`config.mk`:
```
export PLATFORM = sky130hd
export DESIGN_NAME = instr_decode_stage
export DESIGN_NICKNAME = d
export VERILOG_FILES = /design/src/rtl/instr_decode_stage.sv
export SDC_FILE = /design/constraint.sdc
export NUM_CORES = 2
export LEC_CHECK = 0
export ABC_AREA = 0
export BUFFER_PORTS_ARGS = -buffer_cell sky130_fd_sc_hd__buf_2
export CAP_MARGIN = 30
export CORE_MARGIN = 5
export CORE_UTILIZATION = 38
export DETAILED_ROUTE_END_ITERATION = 10
export SYNTH_ARGS = -nofsm -noshare
export SYNTH_HDL_FRONTEND = slang
export SYNTH_SLANG_ARGS = --single-unit
```
`constraint.sdc`:
```
create_clock -name clk -period 2.25 [get_ports clk]
set_clock_uncertainty 0.1 [all_clocks]
set_input_delay 0.225 -clock clk [delete_from_list [all_inputs] [get_ports clk]]
set_output_delay 0.225 -clock clk [all_outputs]
set_load 0.02 [all_outputs]
```
`src/rtl/instr_decode_stage.sv`:
```
`default_nettype none
// ============================================================================
// Module      : instr_decode_stage
// Description : Registered RV32I/RV32E decode stage. Owns the register file
//               and drives an ID/EX pipeline register with a valid/ready
//               handshake, flush, load-use stall and illegal flagging.
//               Optional build macro DECODE_BYPASS_EN: register reads see a
//               same-cycle write-back (write-through).
// Revision    : 1.0 - initial release
// ============================================================================
module instr_decode_stage #(
    parameter int XLEN     = 32,
    parameter int NUM_REGS = 32,   // 16 (RV32E) or 32 (RV32I)
    parameter int ALU_OP_W = 6
) (
    input  logic                clk,
    input  logic                rst_n,
    input  logic                in_valid,
    output logic                in_ready,
    input  logic [31:0]         instr,
    input  logic [XLEN-1:0]     pc_in,
    input  logic [XLEN-1:0]     next_pc_in,
    input  logic [XLEN-1:0]     reg_write_data,
    input  logic                reg_write_enable,
    input  logic [4:0]          reg_write_addr,
    input  logic                flush,
    input  logic                ex_ready,
    output logic                out_valid,
    output logic [XLEN-1:0]     pc_out,
    output logic [XLEN-1:0]     next_pc_out,
    output logic                rd_write_enable,
    output logic [4:0]          rd_write_addr,
    output logic [4:0]          rs1_addr,
    output logic [4:0]          rs2_addr,
    output logic                res_src,
    output logic                branch,
    output logic                jump,
    output logic [ALU_OP_W-1:0] alu_op,
    output logic                alu_input_conf,
    output logic [XLEN-1:0]     imm,
    output logic [XLEN-1:0]     rs1_data,
    output logic [XLEN-1:0]     rs2_data,
    output logic                illegal
);

    localparam int         c_AW        = (NUM_REGS > 16) ? 5 : 4;
    localparam logic [5:0] c_NREGS     = 6'(NUM_REGS);
    localparam logic [6:0] c_OP_LUI    = 7'b0110111;
    localparam logic [6:0] c_OP_AUIPC  = 7'b0010111;
    localparam logic [6:0] c_OP_JAL    = 7'b1101111;
    localparam logic [6:0] c_OP_JALR   = 7'b1100111;
    localparam logic [6:0] c_OP_BRANCH = 7'b1100011;
    localparam logic [6:0] c_OP_LOAD   = 7'b0000011;
    localparam logic [6:0] c_OP_STORE  = 7'b0100011;
    localparam logic [6:0] c_OP_OPIMM  = 7'b0010011;
    localparam logic [6:0] c_OP_OP     = 7'b0110011;

    logic [XLEN-1:0] r_regs [NUM_REGS];

    logic [6:0]  w_opcode;
    logic [2:0]  w_funct3;
    logic [4:0]  w_rd, w_rs1, w_rs2;
    logic        w_known, w_use_rd, w_use_rs1, w_use_rs2;
    logic        w_is_load, w_is_branch, w_is_jump, w_imm_sel, w_alt;
    logic [1:0]  w_cls;
    logic [2:0]  w_f3_eff;
    logic [31:0] w_imm32;
    logic [4:0]  w_rd_addr, w_rs1_addr, w_rs2_addr;
    logic        w_bad_idx, w_illegal;
    logic        w_rs1_in, w_rs2_in, w_wr_ok;
    logic [XLEN-1:0] w_rs1_data, w_rs2_data;
    logic [5:0]  w_alu_op6;
    logic        w_stall, w_accept;

    assign w_opcode = instr[6:0];
    assign w_funct3 = instr[14:12];
    assign w_rd     = instr[11:7];
    assign w_rs1    = instr[19:15];
    assign w_rs2    = instr[24:20];

    // Opcode decode: operand usage, control class, ALU class and immediate format
    always_comb begin
        w_known     = 1'b0;
        w_use_rd    = 1'b0;
        w_use_rs1   = 1'b0;
        w_use_rs2   = 1'b0;
        w_is_load   = 1'b0;
        w_is_branch = 1'b0;
        w_is_jump   = 1'b0;
        w_imm_sel   = 1'b0;
        w_alt       = 1'b0;
        w_cls       = 2'b00;
        w_f3_eff    = 3'b000;
        w_imm32     = 32'd0;
        case (w_opcode)
            c_OP_LUI: begin
                w_known = 1'b1; w_use_rd = 1'b1; w_imm_sel = 1'b1; w_cls = 2'b11;
                w_imm32 = {instr[31:12], 12'd0};
            end
            c_OP_AUIPC: begin
                w_known = 1'b1; w_use_rd = 1'b1; w_imm_sel = 1'b1; w_cls = 2'b10;
                w_imm32 = {instr[31:12], 12'd0};
            end
            c_OP_JAL: begin
                w_known = 1'b1; w_use_rd = 1'b1; w_imm_sel = 1'b1; w_cls = 2'b10;
                w_is_jump = 1'b1;
                w_imm32 = {{11{instr[31]}}, instr[31], instr[19:12], instr[20], instr[30:21], 1'b0};
            end
            c_OP_JALR: begin
                w_known = 1'b1; w_use_rd = 1'b1; w_use_rs1 = 1'b1; w_imm_sel = 1'b1;
                w_cls = 2'b10; w_is_jump = 1'b1;
                w_imm32 = {{20{instr[31]}}, instr[31:20]};
            end
            c_OP_BRANCH: begin
                w_known = 1'b1; w_use_rs1 = 1'b1; w_use_rs2 = 1'b1; w_cls = 2'b01;
                w_f3_eff = w_funct3; w_is_branch = 1'b1;
                w_imm32 = {{19{instr[31]}}, instr[31], instr[7], instr[30:25], instr[11:8], 1'b0};
            end
            c_OP_LOAD: begin
                w_known = 1'b1; w_use_rd = 1'b1; w_use_rs1 = 1'b1; w_imm_sel = 1'b1;
                w_cls = 2'b10; w_is_load = 1'b1;
                w_imm32 = {{20{instr[31]}}, instr[31:20]};
            end
            c_OP_STORE: begin
                w_known = 1'b1; w_use_rs1 = 1'b1; w_use_rs2 = 1'b1; w_imm_sel = 1'b1;
                w_cls = 2'b10;
                w_imm32 = {{20{instr[31]}}, instr[31:25], instr[11:7]};
            end
            c_OP_OPIMM: begin
                w_known = 1'b1; w_use_rd = 1'b1; w_use_rs1 = 1'b1; w_imm_sel = 1'b1;
                w_f3_eff = w_funct3; w_alt = (w_funct3 == 3'b101) & instr[30];
                w_imm32 = {{20{instr[31]}}, instr[31:20]};
            end
            c_OP_OP: begin
                w_known = 1'b1; w_use_rd = 1'b1; w_use_rs1 = 1'b1; w_use_rs2 = 1'b1;
                w_f3_eff = w_funct3; w_alt = instr[30];
            end
            default: ;
        endcase
    end

    // Unused register fields are reported as x0 so EX never forwards on them
    assign w_rd_addr  = w_use_rd  ? w_rd  : 5'd0;
    assign w_rs1_addr = w_use_rs1 ? w_rs1 : 5'd0;
    assign w_rs2_addr = w_use_rs2 ? w_rs2 : 5'd0;

    assign w_rs1_in  = ({1'b0, w_rs1_addr} < c_NREGS);
    assign w_rs2_in  = ({1'b0, w_rs2_addr} < c_NREGS);
    assign w_bad_idx = ({1'b0, w_rd_addr} >= c_NREGS) | ~w_rs1_in | ~w_rs2_in;
    assign w_illegal = ~w_known | w_bad_idx;
    assign w_alu_op6 = {w_alt, w_f3_eff, w_cls};

    // Register-file read ports; x0 and out-of-range indices read as zero
    always_comb begin
        w_rs1_data = '0;
        w_rs2_data = '0;
        if ((w_rs1_addr != 5'd0) && w_rs1_in) w_rs1_data = r_regs[w_rs1_addr[c_AW-1:0]];
        if ((w_rs2_addr != 5'd0) && w_rs2_in) w_rs2_data = r_regs[w_rs2_addr[c_AW-1:0]];
`ifdef DECODE_BYPASS_EN
        if (reg_write_enable && (w_rs1_addr != 5'd0) && w_rs1_in && (reg_write_addr == w_rs1_addr))
            w_rs1_data = reg_write_data;
        if (reg_write_enable && (w_rs2_addr != 5'd0) && w_rs2_in && (reg_write_addr == w_rs2_addr))
            w_rs2_data = reg_write_data;
`endif
    end

    assign w_wr_ok = reg_write_enable && (reg_write_addr != 5'd0) &&
                     ({1'b0, reg_write_addr} < c_NREGS);

    // Register-file write port (flush does not block write-back)
    always_ff @(posedge clk or negedge rst_n) begin
        if (!rst_n) begin
            for (int i = 0; i < NUM_REGS; i++) r_regs[i] <= '0;
        end else if (w_wr_ok) begin
            r_regs[reg_write_addr[c_AW-1:0]] <= reg_write_data;
        end
    end

    // A load in the output register whose rd feeds the incoming instruction
    // must not be decoded yet: its data is not available until after memory.
    assign w_stall  = out_valid & res_src & (rd_write_addr != 5'd0) & in_valid &
                      ((w_rs1_addr == rd_write_addr) | (w_rs2_addr == rd_write_addr));
    assign in_ready = flush | ((~out_valid | ex_ready) & ~w_stall);
    assign w_accept = in_valid & in_ready & ~flush;

    // ID/EX pipeline register: flush kills, back-pressure holds, accept loads
    always_ff @(posedge clk or negedge rst_n) begin
        if (!rst_n) begin
            out_valid       <= 1'b0;
            pc_out          <= '0;
            next_pc_out     <= '0;
            rd_write_enable <= 1'b0;
            rd_write_addr   <= 5'd0;
            rs1_addr        <= 5'd0;
            rs2_addr        <= 5'd0;
            res_src         <= 1'b0;
            branch          <= 1'b0;
            jump            <= 1'b0;
            alu_op          <= '0;
            alu_input_conf  <= 1'b0;
            imm             <= '0;
            rs1_data        <= '0;
            rs2_data        <= '0;
            illegal         <= 1'b0;
        end else if (flush) begin
            out_valid <= 1'b0;
        end else if (w_accept) begin
            out_valid       <= 1'b1;
            pc_out          <= pc_in;
            next_pc_out     <= next_pc_in;
            rd_write_enable <= w_use_rd & (w_rd != 5'd0) & ~w_illegal;
            rd_write_addr   <= w_rd_addr;
            rs1_addr        <= w_rs1_addr;
            rs2_addr        <= w_rs2_addr;
            res_src         <= w_is_load;
            branch          <= w_is_branch & ~w_illegal;
            jump            <= w_is_jump & ~w_illegal;
            alu_op          <= ALU_OP_W'(w_alu_op6);
            alu_input_conf  <= w_imm_sel;
            imm             <= XLEN'($signed(w_imm32));
            rs1_data        <= w_rs1_data;
            rs2_data        <= w_rs2_data;
            illegal         <= w_illegal;
        end else if (!out_valid || ex_ready) begin
            out_valid <= 1'b0;
        end
    end

endmodule
`default_nettype wire
```
==> flow_metrics.env <==
export IMPL_htree_levels=4
export IMPL_relSlewSlack_pct=51.8
export IMPL_routedWlPerCell_um=28.2
export IMPL_place_ws_ps=-820
export IMPL_crit_path_start_kind="flop"
export IMPL_gp_congestion=0.904
export IMPL_p_int_mw=44.6
export IMPL_pwr_share_clk_pct=36.8
export IMPL_synth_cells=5935
export IMPL_ys_warn_count=0
export IMPL_yosysMostFrequentCell="mux2_2"
export IMPL_grt_usage_pct=27.8
export IMPL_rows=150
export IMPL_core_um2=167000
export IMPL_cts_path_max_buffers=3
export IMPL_violations="negative setup slack"
export IMPL_fin_util_pct=48.3
export IMPL_setup_viol_count_final=189
export IMPL_path_class="reg -> out"
export IMPL_netSwitchingFraction_pct=27.9
export IMPL_antenna_left=0
export IMPL_synthTopCellsByCount="mux2_2, dfrtp_1, nand2_1"
export IMPL_die_area_um2=176000
export IMPL_grt_pass1_vias=54697
export IMPL_synth_edf_count=0
export IMPL_worst_slack_ps=-704
export IMPL_synth_seq_area_share_pct=47.6
export IMPL_via_count=54115
export IMPL_ys_flop_type="dfrtp_1"
export IMPL_cp_end_kind="primary output"
export IMPL_cp_required_ps=1920
export IMPL_drtPass1Iterations=6
export IMPL_whs_ps=54.9
export IMPL_clkLatencyLatePin_ps=790
export IMPL_fill_cells=14952
export IMPL_p_comb_share_pct=17.2
export IMPL_finalWirelength_um=251000
export IMPL_hold_viol_final=0
export IMPL_worstPathArrival_ps=2630
export IMPL_vias_per_cell=6.08
export IMPL_worst_path_max_fanout=2
export IMPL_synth_cell_types=74
export IMPL_dpl_hpwl_um=154000
export IMPL_period_share_pct=131
export IMPL_maxCapViolations=0
export IMPL_clkTransAtPathRegs_ps=70
export IMPL_async_flop_share_pct=100
export IMPL_slew_viol_final=0
export IMPL_grt_max_degree=116
export IMPL_p_total_mw=61.9
export IMPL_synth_largest_area_cell="dfrtp_1"
export IMPL_drive_gt1_share_pct=39.1
export IMPL_clock_sinks=1212
export IMPL_synth_top_area_share_pct=47.6
export IMPL_ios=328
export IMPL_gr_total_overflow=0
export IMPL_grt_pass1_wl_um=369000
export IMPL_outcome="finished with violations"
export IMPL_worst_slew_pin_slew_ps=721
export IMPL_yosys_top_cells_area="dfrtp_1, mux2_2, nand2_1, mux2i_1, a21oi_1"
export IMPL_ys_ff_latch=1212
export IMPL_root_buffer="clkbuf_16"
export IMPL_avgSynthCellArea_um2=10.7
export IMPL_min_period_ps=2950
export IMPL_io_buffers=327
export IMPL_switching_power_mw=17.3
export IMPL_ir_drop_v=0.000878
export IMPL_power_density_nw_per_um2=768
export IMPL_antenna_found_initial=12
export IMPL_nets=6731
export IMPL_synth_nets=6074
export IMPL_syn_area_um2=63800
export IMPL_p_leak_nw=36.0
export IMPL_die_w_um=420
export IMPL_drc=0
export IMPL_stdcell_count=8901
export IMPL_cts_tree="yes"
export IMPL_hold_path_class="in -> async"
export IMPL_drt_iter0_markers=5526
export IMPL_dp_cells=8480
export IMPL_die_h_um=420
export IMPL_seqPwrFrac_pct=45.9
export IMPL_rsz0062_at_grt="yes"
export IMPL_fmax_ghz=0.338
export IMPL_cts_buffers=136
export IMPL_initial_core_util_pct=38.2
export IMPL_area_delta_synth_final_pct=26.5
[repair_timing]
item                                   4_1_cts  5_1_grt
endpoints found under the hold margin     2304        0
gates resized for setup                    195      110
hold buffers                               130        0
gates cloned                                28        4
setup buffers                               22       10
pin swaps                                   52       30
setup endpoints to repair                  189      189
[state kept, by name (all words and copies together) (netlist names), 5 cells and up]
name and count:
pc_out 32, rs2_addr 5, next_pc_out 32, rd_write_addr 5, r_regs 1024, rs2_data 32, alu_op 6, rs1_data 32
rs1_addr 5, imm 32
[path summary, 6_finish.rpt]
| check | start | endpoint | slack [ps] | cells after the start |
|---|---|---|---|---|
| min in group clk | instr[16] | rs1_addr[1] | 60 | 5 |
| min reg2reg | r_regs[1007] | r_regs[1007] | 300 | 0 |
| max reg2reg | rd_write_addr[1] | rs1_data[16] | -550 | 12 |
| max | rd_write_addr[1] | in_ready | -700 | 7 |
| max in group asynchronous | rst_n | r_regs[272] | 1230 | 4 |
| min | rst_n | r_regs[827] | 50 | 3 |
[power by group through the flow]
| stage | Sequential (mW) | Clock (mW) | Combinational (mW) |
|---|---|---|---|
| finish | 28.5 | 22.8 | 10.7 |
| global route | 28.9 | 24.0 | 11.6 |
| CTS | 28.3 | 23.1 | 10.6 |
| detailed placement | 28.6 | 0 | 9.99 |
| global placement | 28.4 | 0 | 9.73 |
| floorplan | 28.1 | 0 | 6.75 |
[stage by stage]
| stage | instance area [um^2] | setup TNS [ps] |
|---|---|---|
| after detailed placement | 73100 | -96580 |
| final | 80700 | -74170 |
| after CTS | 80400 | -94130 |
| after global routing | 80700 | -83670 |
| after floorplan | 63800 | -26060 |
| after global placement | 73100 | -88090 |
[cells by family after synthesis]
family | after synthesis | synth area share, %
DFF | 1212 | 47.6
buffers and inverters | 628 | 4.05
muxes | 1479 | 25.7
AOI/OAI and AO/OA | 1363 | 14.2
and+or+nand+nor | 1250 | 8.46
xor gates and xnor gates | 3 | 0.0412
[worst max-delay path, cell delays in order, from the launching register on]
cell,delay (ps)
dfrtp_2,400
or4_4,550
o2111ai_4,260
a211oi_2,60
nand4b_1,140
buf_4,120
o211a_1,180
buf_6,130
[layout by cell type (no fill, tap or decap), types with 9 or more instances in the layout]
cell / count
mux2_2: 1214
dfrtp_1: 1210
nand2_1: 693
buf_4: 438
a21oi_1: 364
buf_2: 322
mux2i_1: 235
buf_12: 207
a211oi_1: 193
o21ai_0: 190
clkbuf_16: 147
nor2_1: 142
dlygate4sd3_1: 130
nand3_1: 129
o221ai_1: 127
nor2b_1: 98
a22oi_1: 96
a31oi_1: 96
o22ai_1: 36
nand2_4: 35
nand2_2: 35
a22o_1: 33
a211o_1: 32
a32o_1: 32
a221oi_1: 32
nor4_1: 30
a41oi_1: 30
clkbuf_1: 30
mux2_4: 27
clkbuf_8: 27
o21ai_2: 25
o21ai_1: 23
buf_16: 22
nor2_4: 19
clkinv_2: 14
nor3_1: 10
inv_1: 10
nand2b_1: 9
buf_6: 9
[per-layer routing]
layer / vias up / wire, um / track usage, %
met2: 2785 / 116000 / 44.7
met5: - / 58 / 0
met3: 766 / 20600 / 5.69
met1: 27487 / 99300 / 35.2
li1: 23069 / - / -
met4: 8 / 15300 / 15.2
[cell type report]
class	count	area, um^2	share of cell area, %
multi-input cells	4095	31800	39.4
flip-flops and latches	1212	30300	37.6
repair buffers	1137	11200	13.9
clock buffers	201	4090	5.07
well taps	2204	2760	3.42
clock inverters	37	409	0.507
inverters	10	37.5	0.0465
diodes	5	12.5	0.0155
Power figures use the tool's default switching activity.
